`src/rtl/nes_controller_emulator_if.sv`:
```
// nes_controller_emulator_if: pad-side bus between the console/harness (master) and the pad emulator (slave)
interface nes_controller_emulator_if #(
    parameter int NUM_BITS = 8
);
    logic [NUM_BITS-1:0] buttons;
    logic [NUM_BITS-1:0] turbo_mask;
    logic                nes_latch;
    logic                nes_clk;
    logic                nes_data;
    logic                busy;
    logic                frame_done;

    modport master (
        output buttons, turbo_mask, nes_latch, nes_clk,
        input  nes_data, busy, frame_done
    );

    modport slave (
        input  buttons, turbo_mask, nes_latch, nes_clk,
        output nes_data, busy, frame_done
    );
endinterface

```
`src/rtl/nes_controller_emulator.sv`:
```
// nes_controller_emulator: responder end of the NES/SNES serial pad protocol
// Optional auto-fire on turbo_mask buttons when TURBO_EN is defined.
module nes_controller_emulator #(
    parameter int NUM_BITS    = 8,
    parameter int SYNC_STAGES = 2
) (
    input logic                     clk,
    input logic                     reset,
    nes_controller_emulator_if.slave bus
);
    localparam int CW = $clog2(NUM_BITS) + 1;

    typedef enum logic [1:0] {IDLE, LOAD, SHIFT, DONE} state_t;

    state_t                 state, state_n;
    logic [NUM_BITS-1:0]    sr, sr_n, eff;
    logic [CW-1:0]          cnt, cnt_n;
    logic [SYNC_STAGES-1:0] latch_sync, clk_sync;
    logic                   latch_d, clk_d;
    logic                   latch_s, clk_s, clk_rise, latch_fall;
    logic                   frame_done_n, nes_data_n;

    assign latch_s    = latch_sync[SYNC_STAGES-1];
    assign clk_s      = clk_sync[SYNC_STAGES-1];
    assign clk_rise   = clk_s & ~clk_d;
    assign latch_fall = ~latch_s & latch_d;
    assign bus.busy   = (state == LOAD) || (state == SHIFT);

`ifdef TURBO_EN
    logic [1:0] fc;

    // Masked buttons read pressed only while fc[1] is set: 2 frames off, 2 on.
    always_ff @(posedge clk or posedge reset) begin
        if (reset) fc <= '0;
        else if (bus.frame_done) fc <= fc + 2'd1;
    end

    assign eff = bus.buttons & ~(bus.turbo_mask & {NUM_BITS{~fc[1]}});
`else
    logic unused;
    assign unused = ^bus.turbo_mask;
    assign eff    = bus.buttons;
`endif

    // Latch level has priority over everything, so a coincident nes_clk edge never shifts.
    always_comb begin
        state_n      = state;
        sr_n         = sr;
        cnt_n        = cnt;
        frame_done_n = 1'b0;
        if (latch_s) begin
            state_n = LOAD;
            sr_n    = eff;
            cnt_n   = '0;
        end else if (state == LOAD && latch_fall) begin
            state_n = SHIFT;
        end else if (state == SHIFT && clk_rise) begin
            sr_n  = {1'b0, sr[NUM_BITS-1:1]};
            cnt_n = cnt + 1'b1;
            if (cnt_n == CW'(NUM_BITS)) begin
                state_n      = DONE;
                frame_done_n = 1'b1;
            end
        end
        nes_data_n = (state == LOAD || state == SHIFT) ? ~sr[0] : 1'b1;
    end

    always_ff @(posedge clk or posedge reset) begin
        if (reset) begin
            latch_sync     <= '0;
            clk_sync       <= '0;
            latch_d        <= 1'b0;
            clk_d          <= 1'b0;
            state          <= IDLE;
            sr             <= '0;
            cnt            <= '0;
            bus.nes_data   <= 1'b1;
            bus.frame_done <= 1'b0;
        end else begin
            latch_sync     <= {latch_sync[SYNC_STAGES-2:0], bus.nes_latch};
            clk_sync       <= {clk_sync[SYNC_STAGES-2:0], bus.nes_clk};
            latch_d        <= latch_s;
            clk_d          <= clk_s;
            state          <= state_n;
            sr             <= sr_n;
            cnt            <= cnt_n;
            bus.nes_data   <= nes_data_n;
            bus.frame_done <= frame_done_n;
        end
    end
endmodule

```
`src/flat_wrapper.sv`:
```
// flat-port wrapper written by rule: the top's interface ports become plain ports
module nes_controller_emulator_flat 
#(
    parameter int NUM_BITS    = 8,
    parameter int SYNC_STAGES = 2
)
  (clk, reset, bus_buttons, bus_turbo_mask, bus_nes_latch, bus_nes_clk, bus_nes_data, bus_busy, bus_frame_done);
  nes_controller_emulator_if #(.NUM_BITS(NUM_BITS)) bus_i ();
  input logic clk;
  input logic reset;
  input wire logic [$bits(bus_i.buttons)-1:0] bus_buttons;
  input wire logic [$bits(bus_i.turbo_mask)-1:0] bus_turbo_mask;
  input wire logic [$bits(bus_i.nes_latch)-1:0] bus_nes_latch;
  input wire logic [$bits(bus_i.nes_clk)-1:0] bus_nes_clk;
  output wire logic [$bits(bus_i.nes_data)-1:0] bus_nes_data;
  output wire logic [$bits(bus_i.busy)-1:0] bus_busy;
  output wire logic [$bits(bus_i.frame_done)-1:0] bus_frame_done;
  assign bus_i.buttons = bus_buttons;
  assign bus_i.turbo_mask = bus_turbo_mask;
  assign bus_i.nes_latch = bus_nes_latch;
  assign bus_i.nes_clk = bus_nes_clk;
  assign bus_nes_data = bus_i.nes_data;
  assign bus_busy = bus_i.busy;
  assign bus_frame_done = bus_i.frame_done;
  nes_controller_emulator #(.NUM_BITS(NUM_BITS), .SYNC_STAGES(SYNC_STAGES)) u_core (.clk(clk), .reset(reset), .bus(bus_i));
endmodule
```
`config.mk`:
```
export PLATFORM = sky130hd
export DESIGN_NAME = nes_controller_emulator_flat
export DESIGN_NICKNAME = d
export VERILOG_FILES = /design/src/rtl/nes_controller_emulator_if.sv /design/src/rtl/nes_controller_emulator.sv /design/src/flat_wrapper.sv
export SDC_FILE = /design/constraint.sdc
export NUM_CORES = 1
export LEC_CHECK = 0
export CAP_MARGIN = 20
export CORE_MARGIN = 5
export CORE_UTILIZATION = 30
export DETAILED_ROUTE_END_ITERATION = 6
export HOLD_SLACK_MARGIN = 0.1
export PLACE_DENSITY = 0.5
export SKIP_LAST_GASP = 1
export SLEW_MARGIN = 20
export SYNTH_ARGS = -nofsm -noshare
export SYNTH_HDL_FRONTEND = slang
export SYNTH_SLANG_ARGS = --single-unit
```
`constraint.sdc`:
```
create_clock -name clk -period 2.1 [get_ports clk]
set_input_delay 0.42 -clock clk [delete_from_list [all_inputs] [get_ports clk]]
set_output_delay 0.42 -clock clk [all_outputs]
set_load 0.005 [all_outputs]
```
== Yosys cells after proc, flatten, opt, wreduce, memory -nomap -nowiden ==
Index checks and enable logic that the tools add are counted.

* Add/subtract/negate cells: 1
* Equal/unequal tests: 4
* Multiplexer cells: 15
* Bitwise logic cells: 5
* Reductions and logical operators: 8

{| class="wikitable"
|+ Operators by type and width
! operator !! count
|-
| $mux W8 || 3
|-
| $mux W4 || 3
|-
| $mux W2 || 4
|-
| $reduce_bool A3 Y1 || 2
|-
| $mux W1 || 5
|-
| $add A4 B1 Y4 const B || 1
|-
| $eq A4 B4 Y1 const B || 1
|-
| $reduce_and A2 Y1 || 2
|-
| $not A1 Y1 || 3
|-
| $and A1 B1 Y1 || 2
|-
| $eq A2 B1 Y1 const B || 1
|-
| $eq A2 B2 Y1 const B || 1
|-
| $logic_and A1 B1 Y1 || 2
|-
| $ne A2 B1 Y1 const B || 1
|-
| $reduce_bool A2 Y1 || 1
|-
| $logic_or A1 B1 Y1 || 1
|}

* Bits in registers: 22
* Bits of input ports: 20
* Output and inout port bits: 3
* Word-level logic and storage cells: 42

== Depth between registers and ports, before layout ==
Gate-level depths: netlist of run 1.

* Word-level depth: 6
* Gate-level depth with buffers: 7

== Worst setup path before layout of run 1 ==
No wires, ideal clock.

* Kind: reg2reg
* From: register u_core.state[0]
* To: register u_core.cnt[3]
* Setup time: 0.077 ns
* Arrival time: 1.410 ns
* Required time: 2.023 ns
* Path slack: 0.613 ns
* Stages on the path, launching flop included: 6
* Path buffers: 1
* Cell sequence: dfrtp_1 -> ha_1 -> and2_1 -> clkbuf_2 -> or4_1 -> a21oi_1

* Longest elaborated chain between the ends: 4

{| class="wikitable"
|+ RTL lines
! what !! line !! source
|-
| start, declared || nes_controller_emulator.sv:15 || <nowiki>state_t state, state_n;</nowiki>
|-
| start signal, assigned || nes_controller_emulator.sv:84 || <nowiki>state <= state_n;</nowiki>
|-
| $eq A2 B1 Y1 or $eq A2 B2 Y1 (tied branches) || nes_controller_emulator.sv:55, nes_controller_emulator.sv:57 ||
|-
| $logic_and A1 B1 Y1 (on tied branches) || nes_controller_emulator.sv:55, nes_controller_emulator.sv:57 ||
|-
| $ne A2 B1 Y1 (no source line) or $reduce_bool A2 Y1 (tied branches) || n/a ||
|-
| $reduce_and A2 Y1 (no source line) * || n/a ||
|-
| end signal, assigned || nes_controller_emulator.sv:86 || <nowiki>cnt <= cnt_n;</nowiki>
|-
| end, declared || nes_controller_emulator.sv:17 || <nowiki>logic [CW-1:0] cnt, cnt_n;</nowiki>
|}

Mark *: on every way between the ends. The rest lies on a longest branch, timed or not.
A chain may end at the register's enable or synchronous reset.

== Worst setup path in the final report of run 1 ==
* From: register u_core.state[0]
* To: output bus_busy

* Longest elaborated chain between the ends: 2

{| class="wikitable"
|+ RTL lines
! what !! line !! source
|-
| $eq A2 B1 Y1 or $eq A2 B2 Y1 (tied branches) || nes_controller_emulator.sv:27 || <nowiki>assign bus.busy = (state == LOAD) || (state == SHIFT);</nowiki>
|-
| $logic_or A1 B1 Y1 * || nes_controller_emulator.sv:27 ||
|-
| end, declared || flat_wrapper.sv:16 || <nowiki>output wire logic [$bits(bus_i.busy)-1:0] bus_busy;</nowiki>
|}

Marked as above.

==> flow_metrics.tcl, run 1 <==
set metrics [dict create \
    status "finished, final reports clean" \
    grt-ovfl-total 0 \
    ant_nets 0 \
    routedWlPerCell_um 12.4 \
    htreeDepth 1 \
    synth_common_cells "21 x dfrtp_1, 12 x o21ai_0, 9 x nand3_1" \
    core_mm2 0.00308 \
    cts_tree "yes" \
    end_kind "primary output" \
    netlist_area_um2 966 \
    yosys-top-cells-area "dfrtp_1 54%, o21ai_0 6.2%, nand3_1 4.7%, a31oi_1 4.5%, ha_1 3.9%" \
    clockRootBuffer "clkbuf_4" \
    worst_slew_pin_slew_ps 541 \
    synthCells 95 \
    fin_skew_ps 8.79 \
    synth_top_cell_area_share_pct 54.4 \
    setup_viol 0 \
    gp_congestion 0.740 \
    ys.flop_type "dfrtp_1" \
    syn-num-nets 118 \
    final-max-slew-violation-count 0 \
    numClockSinks 22 \
    fin_nets 133 \
    hold_slack_ps 363 \
    async_reset_ff_share_pct 100 \
    fp.dieW_um 66.7 \
    min_path_type "flop to flop" \
    antenna_cells 0 \
    cp_data_arrival_time_ps 1580 \
    grt_pass1_wl_um 3330 \
    antenna_found_initial 0 \
    yosysSeqAreaShare_pct 57.1 \
    post-route-min-period_ps 2000 \
    critical_path_class "flop to primary output" \
    leakagePower_nw 0.488 \
    grt_max_degree 23 \
    drt_iter0_markers 45 \
    io-pin-count 23 \
    syn_avg_cell_area_um2 10.2 \
    cts_max_path_buffers 2 \
    power_w 0.000776 \
    clk_latency_ps 310 \
    place_hpwl_um 1240 \
    maxCapViolCount 0 \
    die_area_mm2 0.00445 \
    die_h_um 66.7 \
    hold_viol_final 0 \
    power.density_mw_per_mm2 660 \
    pre_cts_ws_ps 389 \
    grt_use_met2_pct 15.7 \
    grt_util_met3_pct 3.88 \
    fill_cells 322 \
    first_global_vias 760 \
    yosysUniqueCellTypes 22 \
    maxSlewHeadroom_pct 64.0 \
    crit_required_ps 1680 \
    synth_edf_count 0 \
    drcViolationCount 0 \
    gr-usage-met1_pct 12.3 \
    critPathMaxFanout 2 \
    cts_buffers 3 \
    drt_wl_total_um 1900 \
    ir_worst_vdd_uv 410 \
    fin_ws_ps 97.6 \
    drive_above_1_share_pct 6.42 \
    yosys_register_bits 22 \
    grt_use_total_pct 9.78 \
    final_cells 153 \
    avgViaCountPerCell 4.65 \
    dr.pass1.iters 4 \
    area_delta_synth_final_pct 21.6 \
    synth.most_common_cell "dfrtp_1" \
    rows 20 \
    vias 712 \
    port_buffers 14 \
    dpl.cell_count 148 \
    fmax_ghz 0.499 \
    initial_utilization_pct 31.4 \
    cts.clk_slew.worst_paths_ps 120 \
    yosysWarnings 0 \
    startpoint_type "flop" \
    finalCritPeriodShare_pct 95.4 \
    yosysTopAreaCell "dfrtp_1" \
    grt.busiest_layer "met2" \
]
metal layers:
| metal | vias up | part of all wire, % | wire, µm |
|---|---|---|---|
| li1 | 366 | - | - |
| met5 | - | 0 | 0 |
| met3 | 2 | 5.5 | 105 |
| met2 | 14 | 49 | 936 |
| met4 | 0 | 1.1 | 21 |
| met1 | 330 | 44 | 834 |
cells by family after synthesis:
kind of cell / count (synthesis) / share of synthesized area (%)
buf+inv: 12 / 5.18
simple gates: 29 / 16.2
compound gates: 28 / 16.7
xor+xnor: 1 / 0.907
flops: 22 / 57.1
fa+ha+maj: 3 / 3.89
stage by stage:
step           utilization, %  cell area (µm²)  TNS, ps
6_report                 38.2             1170        0
5_1_grt                  38.2             1170    -4.89
4_1_cts                  37.9             1170        0
3_5_place_dp             37.1             1140        0
3_3_place_gp             37.1             1140        0
2_1_floorplan               -              966        0
power by group:
| group | internal, W | total (W) | switching [W] |
|---|---|---|---|
| combinational | 0.0000531 | 0.000108 | 0.0000547 |
| sequential | 0.000453 | 0.000468 | 0.0000147 |
| clock | 0.0000741 | 0.000200 | 0.000126 |
| total | 0.000580 | 0.000776 | 0.000196 |
critical path, stage by stage (launching register included):
cell             delay [ps]
dfrtp_1                 370
inv_1                    50
ha_1                    270
inv_1                    80
clkdlybuf4s50_1         500
flip-flops by register name, indices dropped and copies added (netlist names), 2 cells and up:
register / count
u_core.latch_sync: 2
u_core.sr: 8
u_core.cnt: 4
u_core.clk_sync: 2
u_core.state: 2
final cells by class:
type | count | area (µm²) | area share, %
clock buffer | 4 | 26.3 | 2.24
inverter | 6 | 22.5 | 1.92
multi-input combinational | 61 | 364 | 31.0
sequential | 22 | 552 | 47.0
tap | 44 | 55.1 | 4.69
timing repair buffer | 16 | 155 | 13.2
layout by cell type, fill, tap and decap left out:
| cell type | instances |
|---|---|
| clkbuf_4 | 3 |
| a21oi_1 | 5 |
| dfstp_2 | 1 |
| inv_1 | 6 |
| or3_1 | 1 |
| clkbuf_1 | 1 |
| nor4_1 | 1 |
| and2_1 | 1 |
| dfrtp_1 | 21 |
| ha_1 | 3 |
| a31oi_1 | 7 |
| nand2_1 | 6 |
| or4_1 | 2 |
| nor2_1 | 7 |
| buf_4 | 2 |
| o21ai_0 | 12 |
| o41ai_1 | 2 |
| clkdlybuf4s50_1 | 14 |
| nand3_1 | 9 |
| o31ai_1 | 2 |
| nand3b_4 | 1 |
| xor2_1 | 1 |
| and3b_1 | 1 |
worst paths after layout:
path                                      startpoint                   end  slack, ps  cells past startpoint
worst max-delay path                 u_core.state[0]              bus_busy        100                      4
worst min-delay path            u_core.latch_sync[0]  u_core.latch_sync[1]        360                      0
worst max register to register       u_core.state[0]         u_core.cnt[3]        310                      5
worst min register to register  u_core.latch_sync[0]  u_core.latch_sync[1]        360                      0
max in group asynchronous                      reset   u_core.bus.nes_data       1380                      3
min in group asynchronous                      reset  u_core.latch_sync[1]        420                      3
timing repair:
action	in CTS	in global routing
setup endpoints to repair	0	1
hold buffers	0	0
buffers inserted	0	1
resized for setup	0	0
endpoints found under the hold margin	0	0
No activity file was read; power rests on OpenSTA's default activity.
==> run 2: changes to the inputs <==
--- a/config.mk
+++ b/config.mk
@@ -6,6 +6,7 @@
 export NUM_CORES = 1
 export LEC_CHECK = 0
 export CAP_MARGIN = 20
+export CORE_ASPECT_RATIO = 0.75
 export CORE_MARGIN = 5
 export CORE_UTILIZATION = 30
 export DETAILED_ROUTE_END_ITERATION = 6
==> flow_metrics.tcl, run 2 (synthesis gave the netlist of run 1 again) <==
set metrics [dict create \
    status "finished, final reports clean" \
    initial_utilization_pct 32.0 \
    maxSlewHeadroom_pct 70.7 \
    io-pin-count 23 \
    fin_ws_ps 146 \
    highest_layer "met4" \
    ctsResizeCount 0 \
    antenna_cells 0 \
    antenna_found_initial 0 \
    path_common_cell "inv_1" \
    area_delta_synth_final_pct 22.8 \
    cp_data_arrival_time_ps 1530 \
    numClockSinks 22 \
    ctsHoldBuffers 0 \
    die_h_um 59.1 \
    post-route-min-period_ps 1950 \
    min_path_type "flop to flop" \
    fmax_ghz 0.512 \
    grt-ovfl-total 0 \
    maxCapViolCount 0 \
    regMostFlops "u_core.sr" \
    end_kind "primary output" \
    drive_above_1_share_pct 6.42 \
    fin_nets 133 \
    grt_use_total_pct 9.54 \
    post_cts_buffers 0 \
    core_mm2 0.00302 \
    fp.dieW_um 75.5 \
    reg_top3 "u_core.sr: 8 flops, u_core.cnt: 4 flops" \
    finalCritPeriodShare_pct 93.0 \
    slowest_delay_ps 490 \
    leakagePower_nw 0.497 \
    avgViaCountPerCell 5.09 \
    hold_slack_ps 357 \
    drt_wl_total_um 1980 \
    cpLargestDelayFamily "buffers and inverters" \
    grt_pass1_wl_um 3270 \
    htreeDepth 1 \
    largest_register_ffs 8 \
    wl_met2_um 800 \
    dpl_cell_area_mm2 0.00114 \
    crit_required_ps 1680 \
    startpoint_type "flop" \
    fin_skew_ps 5.21 \
    mostFrequentLayoutCell "dfrtp_1" \
    power_w 0.000842 \
    met3_length_um 168 \
    clockRootBuffer "clkbuf_8" \
    hold_viol_final 0 \
    worst_slew_pin_slew_ps 440 \
    fill_cells 297 \
    crit_chain "inv_1 > ha_1 > inv_1 > clkdlybuf4s50_1" \
    rows 17 \
    fin_area_mm2 0.00119 \
    setup_viol 0 \
    first_global_vias 725 \
    rsz0062_at_grt "false" \
    vias 748 \
    setup-tns-final_ps 0 \
    mostFrequentLayoutCells "21 x dfrtp_1, 14 x clkdlybuf4s50_1, 12 x o21ai_0, 9 x nand3_1" \
    dr.pass1.iters 4 \
    drcViolationCount 0 \
    gp_congestion 0.664 \
    critical_path_class "flop to primary output" \
    final-max-slew-violation-count 0 \
    wl_met1_um 997 \
    cts_max_path_buffers 2 \
    worst-path-buf-inv 3 \
    ant_nets 0 \
    clk_latency_ps 260 \
    power.density_mw_per_mm2 710 \
    port_buffers 14 \
    cts.clk_slew.worst_paths_ps 80 \
    cpMaxStageDelayCell "clkdlybuf4s50_1" \
    ir_worst_vdd_uv 324 \
    die_area_mm2 0.00447 \
    pre_cts_ws_ps 423 \
    place_hpwl_um 1310 \
    cts_buffers 3 \
    grt_max_degree 23 \
    critPathMaxFanout 3 \
    drt_iter0_markers 34 \
    cts_tree "yes" \
    routedWlPerCell_um 13.5 \
]
run 2: final timing paths:
| path | from | to | slack (ps) | cells past startpoint |
|---|---|---|---|---|
| setup reg to reg | u_core.state[0] | u_core.cnt[3] | 460 | 5 |
| hold reg to reg | u_core.clk_sync[0] | u_core.clk_sync[1] | 360 | 0 |
| hold / removal | u_core.clk_sync[0] | u_core.clk_sync[1] | 360 | 0 |
| setup / recovery | u_core.state[0] | bus_busy | 150 | 4 |
| min in group asynchronous | reset | u_core.latch_sync[0] | 490 | 3 |
| max in group asynchronous | reset | u_core.bus.nes_data | 1330 | 3 |
run 2: metrics by stage:
stage,cells,utilization (%)
after floorplan,95,-
after global placement,143,37.8
after detailed placement,143,37.8
after CTS,147,39.3
after global routing,147,39.3
final,147,39.3
run 2: routing by layer:
metal,track usage (%),vias up
met2,14.8,31
li1,-,363
met1,12.8,350
met4,1.75,0
met3,3.56,4
met5,0,-
run 2: cell type report:
type                    count  area (µm²)  share of cell area (%)
flip-flops and latches     22         552                    46.5
inverters                   6        22.5                    1.90
repair buffers             16         155                    13.1
clock buffers               4        45.0                    3.80
multi-input cells          61         364                    30.7
well taps                  38        47.5                    4.01
run 2: where the power goes:
group / internal, W / total, W / leakage [nW] / switching (W)
registers: 0.000453 / 0.000469 / 0.264 / 0.0000159
clock network: 0.000135 / 0.000264 / 0.0228 / 0.000129
logic: 0.0000539 / 0.000109 / 0.210 / 0.0000551
total: 0.000642 / 0.000842 / 0.497 / 0.000200
